[config.mk]
export PLATFORM = sky130hd
export DESIGN_NAME = cond_logic
export DESIGN_NICKNAME = d
export VERILOG_FILES = /design/src/rtl/cond_logic.sv
export SDC_FILE = /design/constraint.sdc
export NUM_CORES = 1
export LEC_CHECK = 0
export BUFFER_PORTS_ARGS = -buffer_cell sky130_fd_sc_hd__buf_2
export CORE_AREA = 2 2 39 41
export CTS_CLUSTER_DIAMETER = 50
export DETAILED_ROUTE_END_ITERATION = 10
export DIE_AREA = 0 0 41 43
export GPL_TIMING_DRIVEN = 0
export PLACE_DENSITY_LB_ADDON = 0.2
export SKIP_LAST_GASP = 1
export SYNTH_ARGS = -nofsm -noshare
export SYNTH_HDL_FRONTEND = slang
export SYNTH_SLANG_ARGS = --single-unit
export TNS_END_PERCENT = 20
[constraint.sdc]
create_clock -name clk -period 2.2 [get_ports clk]
set_clock_uncertainty 0.05 [all_clocks]
set_input_delay 0.22 -clock clk [delete_from_list [all_inputs] [get_ports clk]]
set_output_delay 0.22 -clock clk [all_outputs]
set_load 0.01 [all_outputs]
[src/rtl/cond_logic.sv]
// -----------------------------------------------------------------------------
// cond_logic
//
// Conditional-execution stage of the single-cycle ARM-subset controller. It
// sits directly downstream of the instruction decoder and does three things:
//   1. Holds the architectural flag register {N,Z,C,V}.
//   2. Evaluates the instruction's Cond field against the stored flags to
//      produce CondEx with zero latency.
//   3. Gates the decoder's raw PCS/RegW/MemW requests into the committed
//      PCSrc/RegWrite/MemWrite strobes. It commits new ALU flags only for an
//      executing instruction that asks for them through FlagW.
//
// Ports
//   clk       in   1       system clock, rising-edge active
//   reset     in   1       synchronous, active-high reset
//   en        in   1       instruction-commit enable (0 = stall)
//   Cond      in   4       instruction bits [31:28]
//   ALUFlags  in   FLAG_W  {N,Z,C,V} produced by the ALU this cycle
//   FlagW     in   2       [1] = write N,Z ; [0] = write C,V
//   PCS       in   1       decoder PC-write request
//   RegW      in   1       decoder register-write request
//   MemW      in   1       decoder memory-write request
//   PCSrc     out  1       committed PC select
//   RegWrite  out  1       committed register-file write enable
//   MemWrite  out  1       committed data-memory write enable
//   CondEx    out  1       condition passed for the current instruction
//   Flags     out  FLAG_W  registered {N,Z,C,V}, for debug/trace
// -----------------------------------------------------------------------------
module cond_logic #(
  parameter int FLAG_W = 4  // fixed {N,Z,C,V}; named only for readability
) (
  input  logic              clk,
  input  logic              reset,
  input  logic              en,
  input  logic [3:0]        Cond,
  input  logic [FLAG_W-1:0] ALUFlags,
  input  logic [1:0]        FlagW,
  input  logic              PCS,
  input  logic              RegW,
  input  logic              MemW,
  output logic              PCSrc,
  output logic              RegWrite,
  output logic              MemWrite,
  output logic              CondEx,
  output logic [FLAG_W-1:0] Flags
);

  // ARM condition-code encodings.
  typedef enum logic [3:0] {
    COND_EQ = 4'b0000,
    COND_NE = 4'b0001,
    COND_CS = 4'b0010,
    COND_CC = 4'b0011,
    COND_MI = 4'b0100,
    COND_PL = 4'b0101,
    COND_VS = 4'b0110,
    COND_VC = 4'b0111,
    COND_HI = 4'b1000,
    COND_LS = 4'b1001,
    COND_GE = 4'b1010,
    COND_LT = 4'b1011,
    COND_GT = 4'b1100,
    COND_LE = 4'b1101,
    COND_AL = 4'b1110,
    COND_NV = 4'b1111
  } cond_e;

  logic [FLAG_W-1:0] flags_q;
  logic              flag_n, flag_z, flag_c, flag_v;
  logic              cond_ex;
  logic              commit;

  assign {flag_n, flag_z, flag_c, flag_v} = flags_q;

  // Condition evaluation always looks at the registered (pre-edge) flags.
  // The current instruction's own ALU flags are never bypassed in here.
  always_comb begin
    // NOTE: default assignment first so every path drives cond_ex and no
    // latch is inferred, even if a case arm is later removed.
    cond_ex = 1'b0;
    unique case (cond_e'(Cond))
      COND_EQ: cond_ex = flag_z;
      COND_NE: cond_ex = ~flag_z;
      COND_CS: cond_ex = flag_c;
      COND_CC: cond_ex = ~flag_c;
      COND_MI: cond_ex = flag_n;
      COND_PL: cond_ex = ~flag_n;
      COND_VS: cond_ex = flag_v;
      COND_VC: cond_ex = ~flag_v;
      COND_HI: cond_ex = flag_c & ~flag_z;
      COND_LS: cond_ex = ~flag_c | flag_z;
      COND_GE: cond_ex = (flag_n == flag_v);
      COND_LT: cond_ex = (flag_n != flag_v);
      COND_GT: cond_ex = ~flag_z & (flag_n == flag_v);
      COND_LE: cond_ex = flag_z | (flag_n != flag_v);
      COND_AL: cond_ex = 1'b1;
      COND_NV: cond_ex = 1'b0;  // unsupported encoding: squash the instruction
      default: cond_ex = 1'b0;
    endcase
  end

  // An instruction commits only when its condition passes, the pipeline is
  // not stalled and reset is low. Forcing the strobes low during reset keeps
  // the datapath from writing while the flag register is still undefined.
  assign commit   = cond_ex & en & ~reset;

  assign PCSrc    = PCS  & commit;
  assign RegWrite = RegW & commit;
  assign MemWrite = MemW & commit;
  assign CondEx   = cond_ex;
  assign Flags    = flags_q;

  // Flag register. Reset wins over everything. The N,Z and C,V halves are
  // written independently, and an unwritten half holds its value.
  always_ff @(posedge clk) begin
    // NOTE: non-blocking assignments for clocked state, so every register
    // samples pre-edge values regardless of statement order.
    if (reset) begin
      flags_q <= '0;
    end else if (commit) begin
      if (FlagW[1]) flags_q[3:2] <= ALUFlags[3:2];
      if (FlagW[0]) flags_q[1:0] <= ALUFlags[1:0];
    end
  end

endmodule
==> flow_metrics.tcl, run 1 <==
set metrics [dict create \
    worst_pin_slew_ns 0.331 \
    die_w_um 41 \
    mostFrequentLayoutCell "buf_2" \
    yosys_warnings 0 \
    violations "setup timing" \
    period_share_pct 106 \
    fin_hold_ws_ns 0.150 \
    final-setup-viol-count 3 \
    synth_compound_area_share_pct 29.1 \
    ys_seq_area_share_pct 24.8 \
    nNetsFinal 81 \
    die_h_um 43 \
    ir_drop_mv 0.301 \
    setup_slack_ns -0.141 \
    core_area_sq_um 1380 \
    synth.distinct_cells 18 \
    pre_cts_ws_ns -0.117 \
    cp_data_arrival_time_ns 2.07 \
    drc 0 \
    p_leak_nw 0.231 \
    startpoint_type "register" \
    cts_buffers 3 \
    avgViaCountPerCell 4.76 \
    synth_seq_cells 4 \
    path_clk_slew_ns 0.04 \
    syn_area_sq_um 323 \
    avgSynthCellArea_sq_um 8.97 \
    rsz0062_at_grt "true" \
    num_antenna_cells 0 \
    synth-simple-area-share_pct 27.5 \
    synthXorXnorAreaFrac_pct 10.5 \
    wl_per_cell_um 10.9 \
    drive_gt1_share_pct 55.6 \
    cts_tree "done" \
    synthMuxAreaShare_pct 0 \
    clk-insertion-delay-late_ns 0.24 \
    ctsLongestPathBuffers 2 \
    power.density_nw_per_um2 506 \
    cp.required_ns 1.93 \
    via_count 376 \
    worstPathBufferInverterCount 2 \
    io_buffers 23 \
    synth.top_cells.by_area "dfxtp_1, a311oi_1, a31o_1, nor4bb_1, and2_1" \
    maxCapViolCount 0 \
    dr.pass1.iters 3 \
    initial_core_util_pct 23.3 \
    io_pins 24 \
    grt_max_degree 9 \
    relSlewSlack_pct 78.0 \
    path_cells "or3b_2 > a31oi_4 > a21oi_4 > xor2_2 > and3b_1 > buf_4 > and2_1 > buf_2" \
    cts_sinks 4 \
    synth_top_area_cell "dfxtp_1" \
    worstSetupEndpointType "output port" \
    rows 14 \
    grt_use_total_pct 11.4 \
    antenna_left 0 \
    path_delay_family "simple AND/OR/NAND/NOR gates" \
    die_area_sq_um 1760 \
    htree_levels 1 \
    drtIter0Drc 1 \
    worstPathMaxFanout 7 \
    cpPeakStageDelay_ns 0.50 \
    grt_pass1_vias 355 \
    synth_top_area_share_pct 24.8 \
    maxSlewViolCount 0 \
    hp-class "primary input to register" \
    min_from "ALUFlags[0]" \
    cts-root-buf "clkbuf_4" \
    max_freq_ghz 0.427 \
    status "finished, violations left" \
    syn_nets 52 \
    synthCells 36 \
    critical_path_class "register to output port" \
    r2r_start "Flags[3]" \
    largest_register_ffs 4 \
    slowest_stage "or3b_2" \
    antenna_found_initial 0 \
    wl_um 863 \
    synth_fa_ha_area_share_pct 0 \
    period_needed_ns 2.34 \
    grt_pass1_wl_mm 1.36 \
    fin_tns_setup_ns -0.421 \
    crit_path_start "Flags[3]" \
    layout_common_cells "buf_2, inv_1, a311oi_1, a31o_1" \
    synth_top_family_by_area "compound AO/OA/AOI/OAI gates" \
    gp_congestion 0.674 \
    hold_viol_final 0 \
    layout-area-overhead-vs-synth_pct 58.9 \
    grt_overflow 0 \
]
[through the flow]
step	area, sq um	power, mW	instances	utilization (%)
final	513	0.259	79	37.1
after floorplan	324	0.121	36	-
after global routing	513	0.281	79	37.1
after detailed placement	459	0.155	75	33.2
after global placement	459	0.155	75	33.2
after CTS	513	0.265	79	37.1
[layer usage]
metal / up-vias / part of all wire, % / GRT usage (%) / wire [um]
met1: 169 / 44 / 13.5 / 381
met2: 15 / 46 / 15.9 / 400
met3: 0 / 9.4 / 6.28 / 81
met5: - / 0 / 0 / 0
li1: 192 / - / - / -
met4: 0 / 0 / 6.00 / 0
[final timing paths]
kind	end	slack, ns	cells after the start
max	PCSrc	-0.14	8
min	Flags[0]	0.15	2
max reg2reg	Flags[1]	0.27	7
min reg2reg	Flags[2]	0.58	3
[cell usage after synthesis]
cell type / count
or3_1: 1
dfxtp_1: 4
xor2_2: 1
and3b_1: 1
buf_4: 1
nand2_1: 2
xnor2_1: 2
a21oi_2: 1
a31oi_1: 1
or3b_2: 1
inv_1: 5
a31o_1: 4
nor3b_1: 1
nor4bb_1: 2
and2_1: 3
a311oi_1: 4
o221ai_1: 1
or4_4: 1
[area by class of cell]
type / count / area, sq um
Fill cell: 158 / 871
Multi-Input combinational cell: 26 / 239
Timing Repair Buffer: 24 / 123
Sequential cell: 4 / 82.6
Clock buffer: 3 / 22.5
Tap cell: 16 / 20.0
Inverter: 5 / 18.8
Buffer: 1 / 7.51
[where the power goes]
group          total, mW  switching [mW]  internal (mW)
clock network     0.0941          0.0329         0.0612
registers         0.0816         0.00438         0.0772
logic             0.0837          0.0405         0.0432
[logic make-up (layout without fill, tap and decap cells)]
family,after synthesis,in the layout
buf+inv,6,33
compound gates,11,11
flops,4,4
xor+xnor,3,3
simple gates,12,12
[what timing repair did]
item,4_1_cts,5_1_grt
setup buffers,1,0
hold buffers,0,0
setup endpoints to repair,3,3
resized for setup,4,0
pin swaps,2,1
No activity file was read; power rests on OpenSTA's default activity.
==> inputs of run 2 (changes only) <==
==> constraint.sdc (replaced) <==
create_clock -name clk -period 2.5 [get_ports clk]
set_clock_uncertainty 0.05 [all_clocks]
set_input_delay 0.25 -clock clk [delete_from_list [all_inputs] [get_ports clk]]
set_output_delay 0.25 -clock clk [all_outputs]
set_load 0.01 [all_outputs]
==> run 2 against run 1 <==
  * The run now ends clean
  * Flip-flop and latch count unchanged
  * Worst setup slack better by 0.25 ns
  * Utilization up 0.54 points
  * Largest cell class unchanged
==> flow_metrics.tcl, run 2 (same netlist as run 1, synthesis figures left out) <==
set metrics [dict create \
    holdPathStages 2 \
    startpoint_type "register" \
    finalNonFillerCells 80 \
    via_count 375 \
    dp_cells 75 \
    multi_input_area_sq_um 239 \
    drc 0 \
    rrSetupSlack_ns 0.47 \
    cts_buffers 3 \
    layout_common_cells "buf_2, inv_1, a311oi_1, a31o_1" \
    grt_max_degree 9 \
    p_leak_nw 0.235 \
    mostFrequentLayoutCell "buf_2" \
    avgViaCountPerCell 4.69 \
    io_pins 24 \
    final.fill_count 159 \
    wl_um 895 \
    wl_per_cell_um 11.2 \
    grt_pass1_wl_mm 1.32 \
    die_w_um 41 \
    die_h_um 43 \
    initial_core_util_pct 23.3 \
    status "completed" \
    cp.required_ns 2.20 \
    maxSlewViolCount 0 \
    reg2reg_depth 8 \
    clk-insertion-delay-late_ns 0.23 \
    power.density_nw_per_um2 441 \
    cts-root-buf "clkbuf_4" \
    seq_area_sq_um 82.6 \
    rows 14 \
    grt_use_total_pct 11.3 \
    io_buffers 23 \
    ctsLongestPathBuffers 2 \
    cp_data_arrival_time_ns 2.09 \
    dr.pass1.iters 2 \
    fin_tns_setup_ns 0 \
    period_needed_ns 2.39 \
    antenna_found_initial 0 \
    largest_register_ffs 4 \
    nNetsFinal 82 \
    worstPathMaxFanout 7 \
    maxCapViolCount 0 \
    htree_levels 1 \
    gp_congestion 0.662 \
    drtIter0Drc 6 \
    cts_tree "done" \
    worst_pin_slew_ns 0.299 \
    grt_overflow 0 \
    hold_viol_final 0 \
    path_clk_slew_ns 0.04 \
    max_freq_ghz 0.418 \
    worstSetupEndpointType "output port" \
    power_uw 230 \
    period_share_pct 95.7 \
    grt_pass1_vias 342 \
    layout-area-overhead-vs-synth_pct 61.2 \
    hp-class "primary input to register" \
    antenna_left 0 \
    drive_gt1_share_pct 56.3 \
    num_antenna_cells 0 \
    core_area_sq_um 1380 \
    final_core_util_pct 37.6 \
    relSlewSlack_pct 80.1 \
    dp_hpwl_um 657 \
    die_area_sq_um 1760 \
    ir_drop_mv 0.169 \
    final-setup-viol-count 0 \
    cts_sinks 4 \
    critical_path_class "register to output port" \
]
run 2: changes by cell type in the layout (fill, tap and decap cells not counted):
cell	change
buf_4	+1
run 2: cell type report:
type	count	share of cell area [%]
clock buffer	3	4.33
inverter	5	3.61
buffer	1	1.44
tap	16	3.85
multi-input combinational	26	45.9
sequential	4	15.9
timing repair buffer	25	25.0
run 2: timing repair:
item	in CTS	in global routing
pin swaps	1	3
buffers inserted	1	1
resized for setup	0	5
cloned	0	0
hold buffers	0	0
endpoints found under the setup margin	3	3
run 2: worst max-delay path, stage by stage, from the launching register on:
cell	delay [ns]
dfxtp_2	0.34
nor4bb_1	0.13
or4_4	0.50
a21oi_4	0.18
xor2_2	0.17
and3b_1	0.17
buf_4	0.13
and2_1	0.12
buf_2	0.12
run 2: final timing paths:
kind | from | endpoint
min | ALUFlags[2] | Flags[2]
max reg2reg | Flags[3] | Flags[0]
min reg2reg | Flags[1] | Flags[1]
max | Flags[3] | PCSrc
run 2: power breakdown:
part / leakage [nW] / switching [mW] / total [mW] / internal (mW)
registers: 0.0334 / 0.00405 / 0.0720 / 0.0680
logic: 0.188 / 0.0368 / 0.0782 / 0.0413
clock network: 0.0138 / 0.0257 / 0.0794 / 0.0536
run 2: per-layer routing:
metal	track usage (%)	part of all wire (%)	vias up
met5	0	0	-
met4	6.00	0.89	0
met3	6.81	8.4	2
met2	16.6	48	17
met1	12.2	42	161
li1	-	-	195
run 2: stage by stage:
stage / setup slack (ns) / cell area (sq um) / hold slack [ns]
global route: -0.0102 / 520 / 0.190
floorplan: 0.252 / 323 / 0.335
finish: 0.107 / 520 / 0.189
CTS: 0.0304 / 488 / 0.181
global placement: 0.116 / 458 / 0.426
detailed placement: 0.126 / 458 / 0.429
